[src/rtl/fp_pkg.sv]
// Shared defaults, helpers and stage record layouts for the FP add/sub pipe.
package fp_pkg;

    localparam int DEF_EXP_W   = 8;
    localparam int DEF_MAN_W   = 23;
    // hidden bit + fraction + 2 guard bits
    localparam int DEF_GUARD_W = DEF_MAN_W + 3;

    function automatic int guard_w(input int man_w);
        return man_w + 3;
    endfunction

    function automatic int bias(input int exp_w);
        return (1 << (exp_w - 1)) - 1;
    endfunction

    // Stage records at the default format; the pipe declares the same
    // layout sized by its own parameters.
    typedef struct packed {
        logic                   sign;
        logic                   effsub;
        logic [DEF_EXP_W-1:0]   exp;
        logic [DEF_GUARD_W-1:0] m_big;
        logic [DEF_GUARD_W-1:0] m_small;
        logic                   valid;
    } s1_t;

    typedef struct packed {
        logic                   sign;
        logic [DEF_EXP_W-1:0]   exp;
        logic [DEF_GUARD_W:0]   sum;
        logic                   valid;
    } s2_t;

endpackage

[src/rtl/fp_addsub_pipe_if.sv]
// Operand/result handshake bundle for fp_addsub_pipe.
interface fp_addsub_pipe_if
    import fp_pkg::*;
#(
    parameter int W = 1 + DEF_EXP_W + DEF_MAN_W
);
    logic         in_valid;
    logic         in_ready;
    logic [W-1:0] a;
    logic [W-1:0] b;
    logic         sub;
    logic         out_valid;
    logic         out_ready;
    logic [W-1:0] result;
    logic         ovf;
    logic         unf;

    modport master (
        output in_valid, a, b, sub, out_ready,
        input  in_ready, out_valid, result, ovf, unf
    );

    modport slave (
        input  in_valid, a, b, sub, out_ready,
        output in_ready, out_valid, result, ovf, unf
    );
endinterface

[src/rtl/fp_lzc.sv]
// Combinational leading-zero counter; returns N for an all-zero input.
module fp_lzc #(
    parameter int N     = 26,
    parameter int OUT_W = $clog2(N + 1)
) (
    input  logic [N-1:0]     d,
    output logic [OUT_W-1:0] cnt
);
    // Scan upward so the highest set bit makes the final assignment
    always_comb begin
        cnt = OUT_W'(N);
        for (int unsigned i = 0; i < N; i++) begin
            if (d[i]) cnt = OUT_W'(N - 1 - i);
        end
    end
endmodule

[src/rtl/fp_addsub_pipe.sv]
// Three-stage floating-point adder/subtractor: align, add, normalise.
module fp_addsub_pipe
    import fp_pkg::*;
#(
    parameter int EXP_W = DEF_EXP_W,
    parameter int MAN_W = DEF_MAN_W
) (
    input  logic            clk,
    input  logic            rst,
    fp_addsub_pipe_if.slave bus
);
    localparam int W   = 1 + EXP_W + MAN_W;
    localparam int GW  = guard_w(MAN_W);
    localparam int LZW = $clog2(GW + 1);
    localparam int EW2 = EXP_W + 2;
    localparam logic signed [EW2-1:0] EXP_MAX = EW2'((1 << EXP_W) - 1);

    // Same layout as fp_pkg::s1_t / s2_t, sized by this instance
    typedef struct packed {
        logic             sign;
        logic             effsub;
        logic [EXP_W-1:0] exp;
        logic [GW-1:0]    m_big;
        logic [GW-1:0]    m_small;
        logic             valid;
    } stage1_t;

    typedef struct packed {
        logic             sign;
        logic [EXP_W-1:0] exp;
        logic [GW:0]      sum;
        logic             valid;
    } stage2_t;

    stage1_t s1_d, s1_q;
    stage2_t s2_d, s2_q;

    logic                   en;
    logic [W-1:0]           res_d, res_q;
    logic                   ovf_d, ovf_q, unf_d, unf_q, ov_q;

    logic                   sa, sb, a_big;
    logic [EXP_W-1:0]       ea, eb, e_big, e_small, dif;
    logic [MAN_W:0]         ma, mb, m_big, m_small;

    logic [LZW-1:0]         lz;
    logic [GW-1:0]          norm;
    logic signed [EW2-1:0]  exp_n;
    logic                   unused_bits;

    assign en           = !(ov_q && !bus.out_ready);
    assign bus.in_ready = en && !rst;

    // Stage 1: hidden bit, magnitude swap, align small mantissa
    always_comb begin
        sa      = bus.a[W-1];
        sb      = bus.b[W-1] ^ bus.sub;
        ea      = bus.a[W-2 -: EXP_W];
        eb      = bus.b[W-2 -: EXP_W];
        ma      = (ea == '0) ? '0 : {1'b1, bus.a[MAN_W-1:0]};
        mb      = (eb == '0) ? '0 : {1'b1, bus.b[MAN_W-1:0]};
        a_big   = {ea, ma} >= {eb, mb};
        e_big   = a_big ? ea : eb;
        e_small = a_big ? eb : ea;
        m_big   = a_big ? ma : mb;
        m_small = a_big ? mb : ma;
        dif     = e_big - e_small;

        s1_d        = '0;
        s1_d.valid  = bus.in_valid;
        s1_d.sign   = a_big ? sa : sb;
        s1_d.effsub = sa ^ sb;
        s1_d.exp    = e_big;
        s1_d.m_big  = {m_big, 2'b00};
        if (int'(dif) < GW) s1_d.m_small = {m_small, 2'b00} >> dif;
    end

    // Stage 2: add or subtract aligned mantissas, carry kept in the top bit
    always_comb begin
        s2_d       = '0;
        s2_d.valid = s1_q.valid;
        s2_d.sign  = s1_q.sign;
        s2_d.exp   = s1_q.exp;
        if (s1_q.effsub)
            s2_d.sum = {1'b0, s1_q.m_big} + (~{1'b0, s1_q.m_small} + (GW+1)'(1));
        else
            s2_d.sum = {1'b0, s1_q.m_big} + {1'b0, s1_q.m_small};
    end

    fp_lzc #(.N(GW), .OUT_W(LZW)) u_lzc (
        .d   (s2_q.sum[GW-1:0]),
        .cnt (lz)
    );

    // Stage 3: normalise, truncate, clamp exponent range
    always_comb begin
        res_d = '0;
        ovf_d = 1'b0;
        unf_d = 1'b0;
        if (s2_q.sum[GW]) begin
            norm  = s2_q.sum[GW:1];
            exp_n = EW2'(s2_q.exp) + EW2'(1);
        end else begin
            norm  = s2_q.sum[GW-1:0] << lz;
            exp_n = EW2'(s2_q.exp) - EW2'(lz);
        end
        if (s2_q.sum == '0) begin
            res_d = '0;
        end else if (exp_n >= EXP_MAX) begin
            res_d = {s2_q.sign, {EXP_W{1'b1}}, {MAN_W{1'b0}}};
            ovf_d = 1'b1;
        end else if (exp_n[EW2-1] || exp_n == '0) begin
            res_d = {s2_q.sign, {(EXP_W+MAN_W){1'b0}}};
            unf_d = 1'b1;
        end else begin
            res_d = {s2_q.sign, exp_n[EXP_W-1:0], norm[GW-2:2]};
        end
    end

    assign unused_bits = ^{norm[GW-1], norm[1:0]};

    // Pipeline registers: all stages advance together under the global enable
    always_ff @(posedge clk) begin
        if (rst) begin
            s1_q  <= '0;
            s2_q  <= '0;
            res_q <= '0;
            ovf_q <= 1'b0;
            unf_q <= 1'b0;
            ov_q  <= 1'b0;
        end else if (en) begin
            s1_q  <= s1_d;
            s2_q  <= s2_d;
            res_q <= res_d;
            ovf_q <= ovf_d;
            unf_q <= unf_d;
            ov_q  <= s2_q.valid;
        end
    end

    assign bus.out_valid = ov_q;
    assign bus.result    = res_q;
    assign bus.ovf       = ovf_q;
    assign bus.unf       = unf_q;

endmodule

[src/flat_wrapper.sv]
// flat-port wrapper written by rule: the top's interface ports become plain ports
module fp_addsub_pipe_flat import fp_pkg::*;
#(
    parameter int EXP_W = DEF_EXP_W,
    parameter int MAN_W = DEF_MAN_W
)
  (clk, rst, bus_in_valid, bus_a, bus_b, bus_sub, bus_out_ready, bus_in_ready, bus_out_valid, bus_result, bus_ovf, bus_unf);
  fp_addsub_pipe_if #(.W(32)) bus_i ();
  input  logic clk;
  input  logic rst;
  input wire logic [$bits(bus_i.in_valid)-1:0] bus_in_valid;
  input wire logic [$bits(bus_i.a)-1:0] bus_a;
  input wire logic [$bits(bus_i.b)-1:0] bus_b;
  input wire logic [$bits(bus_i.sub)-1:0] bus_sub;
  input wire logic [$bits(bus_i.out_ready)-1:0] bus_out_ready;
  output wire logic [$bits(bus_i.in_ready)-1:0] bus_in_ready;
  output wire logic [$bits(bus_i.out_valid)-1:0] bus_out_valid;
  output wire logic [$bits(bus_i.result)-1:0] bus_result;
  output wire logic [$bits(bus_i.ovf)-1:0] bus_ovf;
  output wire logic [$bits(bus_i.unf)-1:0] bus_unf;
  assign bus_i.in_valid = bus_in_valid;
  assign bus_i.a = bus_a;
  assign bus_i.b = bus_b;
  assign bus_i.sub = bus_sub;
  assign bus_i.out_ready = bus_out_ready;
  assign bus_in_ready = bus_i.in_ready;
  assign bus_out_valid = bus_i.out_valid;
  assign bus_result = bus_i.result;
  assign bus_ovf = bus_i.ovf;
  assign bus_unf = bus_i.unf;
  fp_addsub_pipe #(.EXP_W(EXP_W), .MAN_W(MAN_W)) u_core (.clk(clk), .rst(rst), .bus(bus_i));
endmodule
[config.mk]
export PLATFORM = sky130hd
export DESIGN_NAME = fp_addsub_pipe_flat
export DESIGN_NICKNAME = d
export VERILOG_FILES = /design/src/rtl/fp_pkg.sv /design/src/rtl/fp_addsub_pipe_if.sv /design/src/rtl/fp_lzc.sv /design/src/rtl/fp_addsub_pipe.sv /design/src/flat_wrapper.sv
export SDC_FILE = /design/constraint.sdc
export NUM_CORES = 1
export LEC_CHECK = 0
export ABC_AREA = 1
export BUFFER_PORTS_ARGS = -buffer_cell sky130_fd_sc_hd__buf_2
export CORE_UTILIZATION = 30
export CTS_CLUSTER_DIAMETER = 40
export CTS_CLUSTER_SIZE = 14
export DETAILED_ROUTE_END_ITERATION = 7
export GPL_ROUTABILITY_DRIVEN = 0
export HOLD_SLACK_MARGIN = 0.05
export PLACE_DENSITY = 0.45
export SKIP_LAST_GASP = 1
export SLEW_MARGIN = 20
export SYNTH_ARGS = -nofsm -noshare
export SYNTH_HDL_FRONTEND = slang
export SYNTH_SLANG_ARGS = --single-unit
[constraint.sdc]
create_clock -name clk -period 10.15 [get_ports clk]
set_input_delay 2.03 -clock clk [delete_from_list [all_inputs] [get_ports clk]]
set_output_delay 2.03 -clock clk [all_outputs]
set_load 0.01 [all_outputs]
* Word-level counts from Yosys, hierarchy flattened
Cells that the tools add are included.
** Cells by class
- Shift operators :: 2
- Bitwise gates (word level) :: 3
- $add $sub $neg :: 6
- Reductions and logical operators :: 10
- Mux-type cells :: 45
- $lt $le $gt $ge :: 3
** Operators with widths (count)
- $mux W5 :: 25
- $mux W24 :: 4
- $mux W31 :: 2
- $ge A32 B32 Y1 :: 1
- $mux W32 :: 1
- $add A26 B26 Y27 :: 1
- $add A26 B27 Y27 :: 1
- $add A27 B1 Y27 const B :: 1
- $logic_not A27 Y1 :: 1
- $mux W27 :: 1
- $not A26 Y27 :: 1
- $mux W26 :: 1
- $shl A26 B5 Y25 :: 1
- $shr A26 B8 Y26 :: 1
- $mux W25 :: 1
- $logic_not A8 Y1 :: 2
- $mux W8 :: 2
- $ge A10 B9 Y1 const B :: 1
- $logic_not A10 Y1 :: 1
- $mux W10 :: 1
- $add A8 B1 Y9 const B :: 1
- $sub A8 B5 Y9 :: 1
- $lt A8 B5 Y1 const B :: 1
- $sub A8 B8 Y8 :: 1
- 6 further kinds :: 15
** Storage, ports and cells
- Register bits :: 133
- Input bits :: 69

* Logic depth before layout (Yosys ltp)
Gate-level depths: netlist of the first run.
- Depth in word-level cells :: 33
- Depth in mapped cells :: 45
- Gate-level depth less buffers :: 43

* By module
A second synthesis of the first run with hierarchy kept.
** Unflattened totals
- Cells, all modules :: 2036
- Area total of the unflattened synthesis :: 12189.2 um2
** By module, submodules not included
- fp_addsub_pipe :: cells an instance 1958, area an instance 11843.9 um2, sequential area each 2662.6 um2, instances 1
- fp_lzc :: cells an instance 78, area an instance 345.3 um2, sequential area each 0.0 um2, instances 1

* Least setup slack after synthesis of the first run
Ideal clock, no wire load.
- Kind :: input to register
- Start point :: input bus_a[30]
- End point :: register u_core.s1_q[17] (netlist name)
- Setup time :: 129 ps
- Path slack :: 4509 ps
- Required time :: 10021 ps
- Data arrival time :: 5512 ps
- Stages :: 26
- Path through :: nor4_1 nand4_1 clkbuf_1 nand2_1 inv_1 ha_1 nand2_1 nor3_1 nand3_1 and2b_4 nand4_4 nand3_4 nand2_1 nand3_2 ha_1 inv_1 nand2_1 inv_1 o21bai_1 xor2_1 inv_1 nand4_1 nor2_2 buf_4 nand3_1 o31ai_1
** On the way
- Cells in the longest elaborated chain, start to end :: 7
- Elaborated cells between the ends (all ways) :: 10
- Classes of those cells :: 1 x add/sub; 2 x order compare; 1 x shift; 5 x mux; 1 x reduce/logical
** Ends and longest elaborated chain
- start, declared :: RTL line flat_wrapper.sv:12 : input wire logic [$bits(bus_i.a)-1:0] bus_a;
- $logic_not A8 Y1 :: RTL line fp_addsub_pipe.sv:60 : ma = (ea == '0) ? '0 : {1'b1, bus.a[MAN_W-1:0]};
- $mux W24 :: RTL line fp_addsub_pipe.sv:60
- $ge A32 B32 Y1 :: RTL line fp_addsub_pipe.sv:62 : a_big = {ea, ma} >= {eb, mb};
- $mux W8 (on tied branches) :: RTL line fp_addsub_pipe.sv:63, fp_addsub_pipe.sv:64
- $sub A8 B8 Y8 :: RTL line fp_addsub_pipe.sv:67 : dif = e_big - e_small;
- $shr A26 B8 Y26 or $lt A8 B5 Y1 (tied branches) :: RTL line fp_addsub_pipe.sv:75 : if (int'(dif) < GW) s1_d.m_small = {m_small, 2'b00} >> dif;
- $mux W26 * :: RTL line fp_addsub_pipe.sv:75
- end signal, assigned :: RTL line fp_addsub_pipe.sv:125 : s1_q <= '0;
- end signal, assigned :: RTL line fp_addsub_pipe.sv:132 : s1_q <= s1_d;
- end, declared :: RTL line fp_addsub_pipe.sv:35 : stage1_t s1_d, s1_q;
Mark *: on every way between the ends. The rest lies on a longest branch, timed or not.
A chain may end at the register's enable or synchronous reset.

* Worst setup path after layout of the first run
- Start point :: input bus_b[27]
- End point :: register u_core.s1_q[26] (netlist name)
** On the way
- Cells in the longest elaborated chain, start to end :: 7
- Elaborated cells between the ends (all ways) :: 10
- Classes of those cells :: 1 x add/sub; 2 x order compare; 1 x shift; 5 x mux; 1 x reduce/logical
** Ends and longest elaborated chain
- start, declared :: RTL line flat_wrapper.sv:13 : input wire logic [$bits(bus_i.b)-1:0] bus_b;
- $logic_not A8 Y1 :: RTL line fp_addsub_pipe.sv:61 : mb = (eb == '0) ? '0 : {1'b1, bus.b[MAN_W-1:0]};
- $mux W24 :: RTL line fp_addsub_pipe.sv:61
- $ge A32 B32 Y1 :: RTL line fp_addsub_pipe.sv:62
- $mux W8 (on tied branches) :: RTL line fp_addsub_pipe.sv:63, fp_addsub_pipe.sv:64
- $sub A8 B8 Y8 :: RTL line fp_addsub_pipe.sv:67
- $shr A26 B8 Y26 or $lt A8 B5 Y1 (tied branches) :: RTL line fp_addsub_pipe.sv:75
- $mux W26 * :: RTL line fp_addsub_pipe.sv:75
Marks and branches as above.

==> results_dict.tcl, run 1 <==
set metrics [dict create \
    syn_inst 2025 \
    ant_nets 0 \
    powerDensity_mw_per_mm2 197 \
    ir_worst_vdd_mv 0.0903 \
    coreArea_sq_mm 0.0401 \
    ys_async_sr_fraction_pct 0 \
    finalPower_uw 2710 \
    grt_max_degree 60 \
    antenna_found_initial 0 \
    route.vias.total 13500 \
    synth_edf_count 0 \
    slowest_stage "nand3_4" \
    crit_type "in2reg" \
    start_util_pct 30.7 \
    drc 0 \
    cts_hold_buf 0 \
    final-max-slew-violation-count 0 \
    holdCritPathClass "reg2reg" \
    cts_tree "yes" \
    min_period_ps 7550 \
    cts_root_buf "clkbuf_16" \
    drive_gt1_share_pct 9.31 \
    cts_setup_buffers 0 \
    critical_path.startpoint_type "input pin" \
    synth_area_leaders "dfxtp_1, nand2_1, nand3_1, ha_1, inv_1" \
    clock_sink_count 133 \
    numCtsBuffers 17 \
    num_rows 73 \
    worstPathArrival_ps 7900 \
    grt_pass1_wl_microns 71900 \
    synth_seq_cells 133 \
    first_pass_iters 6 \
    slew_headroom_pct 33.0 \
    drtIter0Drc 898 \
    clock_latency_ps 450 \
    synth_cell_types 62 \
    grt_pass1_vias 13100 \
    finalSetupViolations 0 \
    finalNetCount 2221 \
    synthToLayoutAreaGrowth_pct 11.9 \
    routed_wl_microns 44700 \
    tns_ps 0 \
    syn-mean-instance-area_sq_um 6.08 \
    htreeDepth 4 \
    cts_resized 0 \
    grt_overflow_total 0 \
    synth_top_area_share_pct 21.6 \
    die_width_microns 205 \
    crit_path_max_incr_delay_ps 570 \
    end_kind "flop" \
    clk_pin_slew_worst_paths_ps 70 \
    rsz0062_at_grt "false" \
    fillCellCount 4561 \
    syn_area_sq_mm 0.0123 \
    die_area_sq_mm 0.0418 \
    ioPinCount 105 \
    worst_pin_slew_ps 1000 \
    cpMostUsedCell "nand2_1" \
    io_buffers 104 \
    p_leak_uw 0.00707 \
    dp_hpwl_microns 34400 \
    status "finished, final reports clean" \
    timing.final.hold_violations 0 \
    vias_per_cell 5.19 \
    wire_per_inst_microns 17.2 \
    synth_seq_area_share_pct 21.6 \
    diodes 0 \
    yosysTopAreaCell "dfxtp_1" \
    ys.flop_type "dfxtp_1" \
    ys_warn_count 0 \
    cp_data_required_time_ps 10510 \
    drv_cap 0 \
    fin_crit_sh_pct 74.3 \
    crit_fanout 59 \
    fp.dieH_microns 205 \
    fin_skew_ps 14.9 \
    cts.path.max_buffers 2 \
    syn_nets 2185 \
    track_usage_pct 22.0 \
    fmax_mhz 133 \
]
[cell usage after synthesis (2+ instances only)]
cell type	number
nand2_2	9
xor2_1	29
o31ai_1	9
a32oi_1	2
o21bai_1	5
o22ai_1	18
inv_2	2
o32ai_1	4
clkinv_1	3
nor2_1	87
inv_1	270
o221ai_1	4
dfxtp_1	133
buf_4	6
nand2_4	2
o21ai_0	138
a21boi_0	4
nor2_2	3
nand4_1	62
xnor2_1	4
clkbuf_1	85
fa_1	2
buf_2	5
buf_1	6
nand2_1	539
o211ai_1	58
a21oi_1	134
a21oi_2	3
ha_1	89
a31oi_1	11
a211oi_1	5
nor3_1	16
a21o_1	3
nand3_2	5
nand3_1	238
nor4_1	6
[layout make-up]
class | instances | area [sq um] | share of cell area, %
tap | 525 | 657 | 4.77
sequential | 133 | 2660 | 19.3
inverter | 275 | 1030 | 7.49
multi-input combinational | 1513 | 8190 | 59.5
clock inverter | 14 | 139 | 1.01
timing repair buffer | 121 | 652 | 4.73
clock buffer | 18 | 439 | 3.19
[path summary, 6_finish.rpt]
check | endpoint | from | depth (start not counted) | slack (ps)
max | u_core.s1_q[26] | bus_b[27] | 29 | 2600
min | u_core.bus.result[14] | u_core.bus.result[14] | 2 | 450
max reg2reg | u_core.bus.result[3] | u_core.s2_q[2] | 41 | 4350
min reg2reg | u_core.bus.result[14] | u_core.bus.result[14] | 2 | 450
[where the power goes]
group	internal [uW]	switching (uW)	total, uW	leakage (uW)
sequential	607	55.4	663	0.00109
combinational	438	970	1410	0.00570
clock	350	288	638	0.000277
total	1400	1310	2710	0.00707
[cell families after synthesis]
logic type | Yosys count | share of synthesized area [%]
XOR/XNOR | 34 | 2.48
AO/OA/AOI/OAI | 409 | 19.4
AND/OR/NAND/NOR | 978 | 35.1
adder cells (fa/ha/maj) | 91 | 9.37
buffers and inverters | 379 | 11.9
multiplexers | 1 | 0.0813
flip-flops | 133 | 21.6
[flip-flops by register name, summed over array words and instances, names as in the netlist]
| register | flops |
|---|---|
| u_core.s1_q | 61 |
| u_core.s2_q | 37 |
| u_core.bus.result | 32 |
| u_core.bus.out_valid | 1 |
| u_core.bus.ovf | 1 |
| u_core.bus.unf | 1 |
[critical path, delay by kind of cell]
family | cells | cell delay (ps)
compound gates | 3 | 380
buf+inv | 7 | 1210
simple gates | 17 | 3800
fa+ha+maj | 2 | 460
[per-stage QoR]
step / cells / util [%] / instance area [sq um] / setup WS [ps] / hold slack, ps
2_1_floorplan: 2025 / - / 12300 / 4510 / 422
3_3_place_gp: 2566 / 32.9 / 13200 / 1900 / 432
3_5_place_dp: 2567 / 32.9 / 13200 / 2170 / 437
4_1_cts: 2599 / 34.3 / 13800 / 2640 / 453
5_1_grt: 2599 / 34.3 / 13800 / 1900 / 467
6_report: 2599 / 34.3 / 13800 / 2600 / 447
[metal layers]
metal | GRT usage, % | vias up | share of wire (%)
met1 | 28.8 | 6250 | 47
met5 | 0 | - | 0
met2 | 35.9 | 352 | 45
met3 | 3.39 | 59 | 4.4
met4 | 8.24 | 0 | 3.1
li1 | - | 6837 | -
[layout by cell type, fill, tap and decap left out, drive strengths merged, types with 29 or more instances in the layout]
| cell | n |
|---|---|
| o21ai | 140 |
| dfxtp | 133 |
| ha | 89 |
| nor2 | 91 |
| o211ai | 59 |
| inv | 279 |
| buf | 121 |
| nand3 | 244 |
| a21oi | 138 |
| nand4 | 64 |
| xor2 | 29 |
| nand2 | 550 |
No activity file was read; power rests on OpenSTA's default activity.
==> run 2, diff against run 1 <==
- clock period: 10.15 -> 7.5 ns (I/O delays scaled with it)
==> results_dict.tcl, run 2 (synthesis results as in run 1) <==
set metrics [dict create \
    grt_overflow_total 0 \
    antenna_found_initial 0 \
    slew_headroom_pct 35.6 \
    coreArea_sq_mm 0.0401 \
    worstPathArrival_ps 6510 \
    die_area_sq_mm 0.0418 \
    cts_root_buf "clkbuf_16" \
    cts_resized 0 \
    cts.path.max_buffers 2 \
    ir_worst_vdd_mv 0.111 \
    fin_area_sq_mm 0.0138 \
    drv_cap 0 \
    finalNetCount 2227 \
    fin_skew_ps 21.1 \
    end_kind "flop" \
    cpMostUsedCell "nand2_1" \
    final-max-slew-violation-count 0 \
    fin_crit_sh_pct 82.0 \
    rrSetupSlack_ps 1850 \
    min_to "u_core.bus.result[16]" \
    cts_setup_buffers 0 \
    clock_sink_count 133 \
    clock_latency_ps 450 \
    synthToLayoutAreaGrowth_pct 12.3 \
    p_leak_uw 0.00710 \
    wire_per_inst_microns 17.2 \
    grt_max_degree 68 \
    hold_path_depth 2 \
    min_period_ps 6150 \
    grt_pass1_vias 13100 \
    cp_data_required_time_ps 7860 \
    fmax_mhz 163 \
    ioPinCount 105 \
    dp_hpwl_microns 34800 \
    slowest_stage "nor2_2" \
    rr_worst_depth 40 \
    htreeDepth 4 \
    diodes 0 \
    crit_type "in2reg" \
    track_usage_pct 22.0 \
    status "finished, final reports clean" \
    final_common_cell "nand2_1" \
    route.vias.total 13500 \
    drc 0 \
    vias_per_cell 5.17 \
    critical_path.startpoint_type "input pin" \
    num_rows 73 \
    holdCritPathClass "reg2reg" \
    powerDensity_mw_per_mm2 266 \
    numCtsBuffers 17 \
    drtIter0Drc 923 \
    rsz0062_at_grt "false" \
    mostFrequentLayoutCells "nand2_1, inv_1, nand3_1" \
    r2r-start "u_core.s2_q[3]" \
    met3_length_microns 1730 \
    top_layer "met4" \
    cts_hold_buf 0 \
    clk_pin_slew_worst_paths_ps 60 \
    met2_length_microns 20900 \
    start_util_pct 30.7 \
    met1_length_microns 21000 \
    grt_pass1_wl_microns 72500 \
    drive_gt1_share_pct 9.52 \
    routed_wl_microns 44800 \
    placed_area_sq_mm 0.0132 \
    cts_tree "yes" \
    fp.dieH_microns 205 \
    crit_path_max_incr_delay_ps 500 \
    first_pass_iters 5 \
    finalSetupViolations 0 \
    largest_reg_flops 61 \
    worst_pin_slew_ps 965 \
    die_width_microns 205 \
    io_buffers 104 \
    timing.final.hold_violations 0 \
    crit_fanout 20 \
    tns_ps 0 \
    r2r-end "u_core.bus.result[4]" \
    holdCritStartpoint "u_core.bus.result[16]" \
    top_register "u_core.s1_q" \
    ant_nets 0 \
]
run 2: through the flow:
step / util, % / hold slack, ps / power, uW / setup slack [ps] / cells
floorplan: - / 422 / 2240 / 2390 / 2025
global placement: 33.0 / 432 / 2810 / 1060 / 2573
detailed placement: 33.0 / 437 / 2810 / 972 / 2573
CTS: 34.5 / 452 / 3690 / 1430 / 2604
global route: 34.5 / 465 / 3990 / 742 / 2604
finish: 34.5 / 446 / 3670 / 1350 / 2604
run 2: cell type report:
type,instances,area (sq um)
clock inverters,13,146
inverters,275,1030
fillers,4512,26300
flip-flops and latches,133,2660
clock buffers,18,439
well taps,525,657
repair buffers,127,693
multi-input cells,1513,8190
run 2: critical path: cells and delay by family:
family	cells	cell delay (ps)
adders and majority gates	2	430
AOI/OAI and AO/OA	3	400
and+or+nand+nor	19	3110
buffers and inverters	7	1070
run 2: how the worst max path moves through the flow:
stage                     slack (ps)         endpoint  cells past startpoint  startpoint
after detailed placement         970  u_core.s1_q[12]                     31   bus_b[29]
after global placement          1060  u_core.s1_q[12]                     30   bus_b[29]
after floorplan                 2390  u_core.s1_q[17]                     26   bus_a[30]
after CTS                       1430  u_core.s1_q[12]                     31   bus_b[29]
after global routing             740  u_core.s1_q[22]                     30   bus_b[27]
final                           1350  u_core.s1_q[22]                     31   bus_b[28]
run 2: layer usage:
| layer | GRT usage [%] | up-vias |
|---|---|---|
| li1 | - | 6864 |
| met3 | 2.66 | 62 |
| met5 | 0 | - |
| met4 | 7.30 | 0 |
| met1 | 29.1 | 6175 |
| met2 | 36.7 | 352 |
run 2: power breakdown:
part | internal (uW) | switching (uW) | leakage [uW] | total [uW]
sequential | 822 | 74.0 | 0.00109 | 896
combinational | 601 | 1320 | 0.00573 | 1920
clock | 500 | 359 | 0.000284 | 859
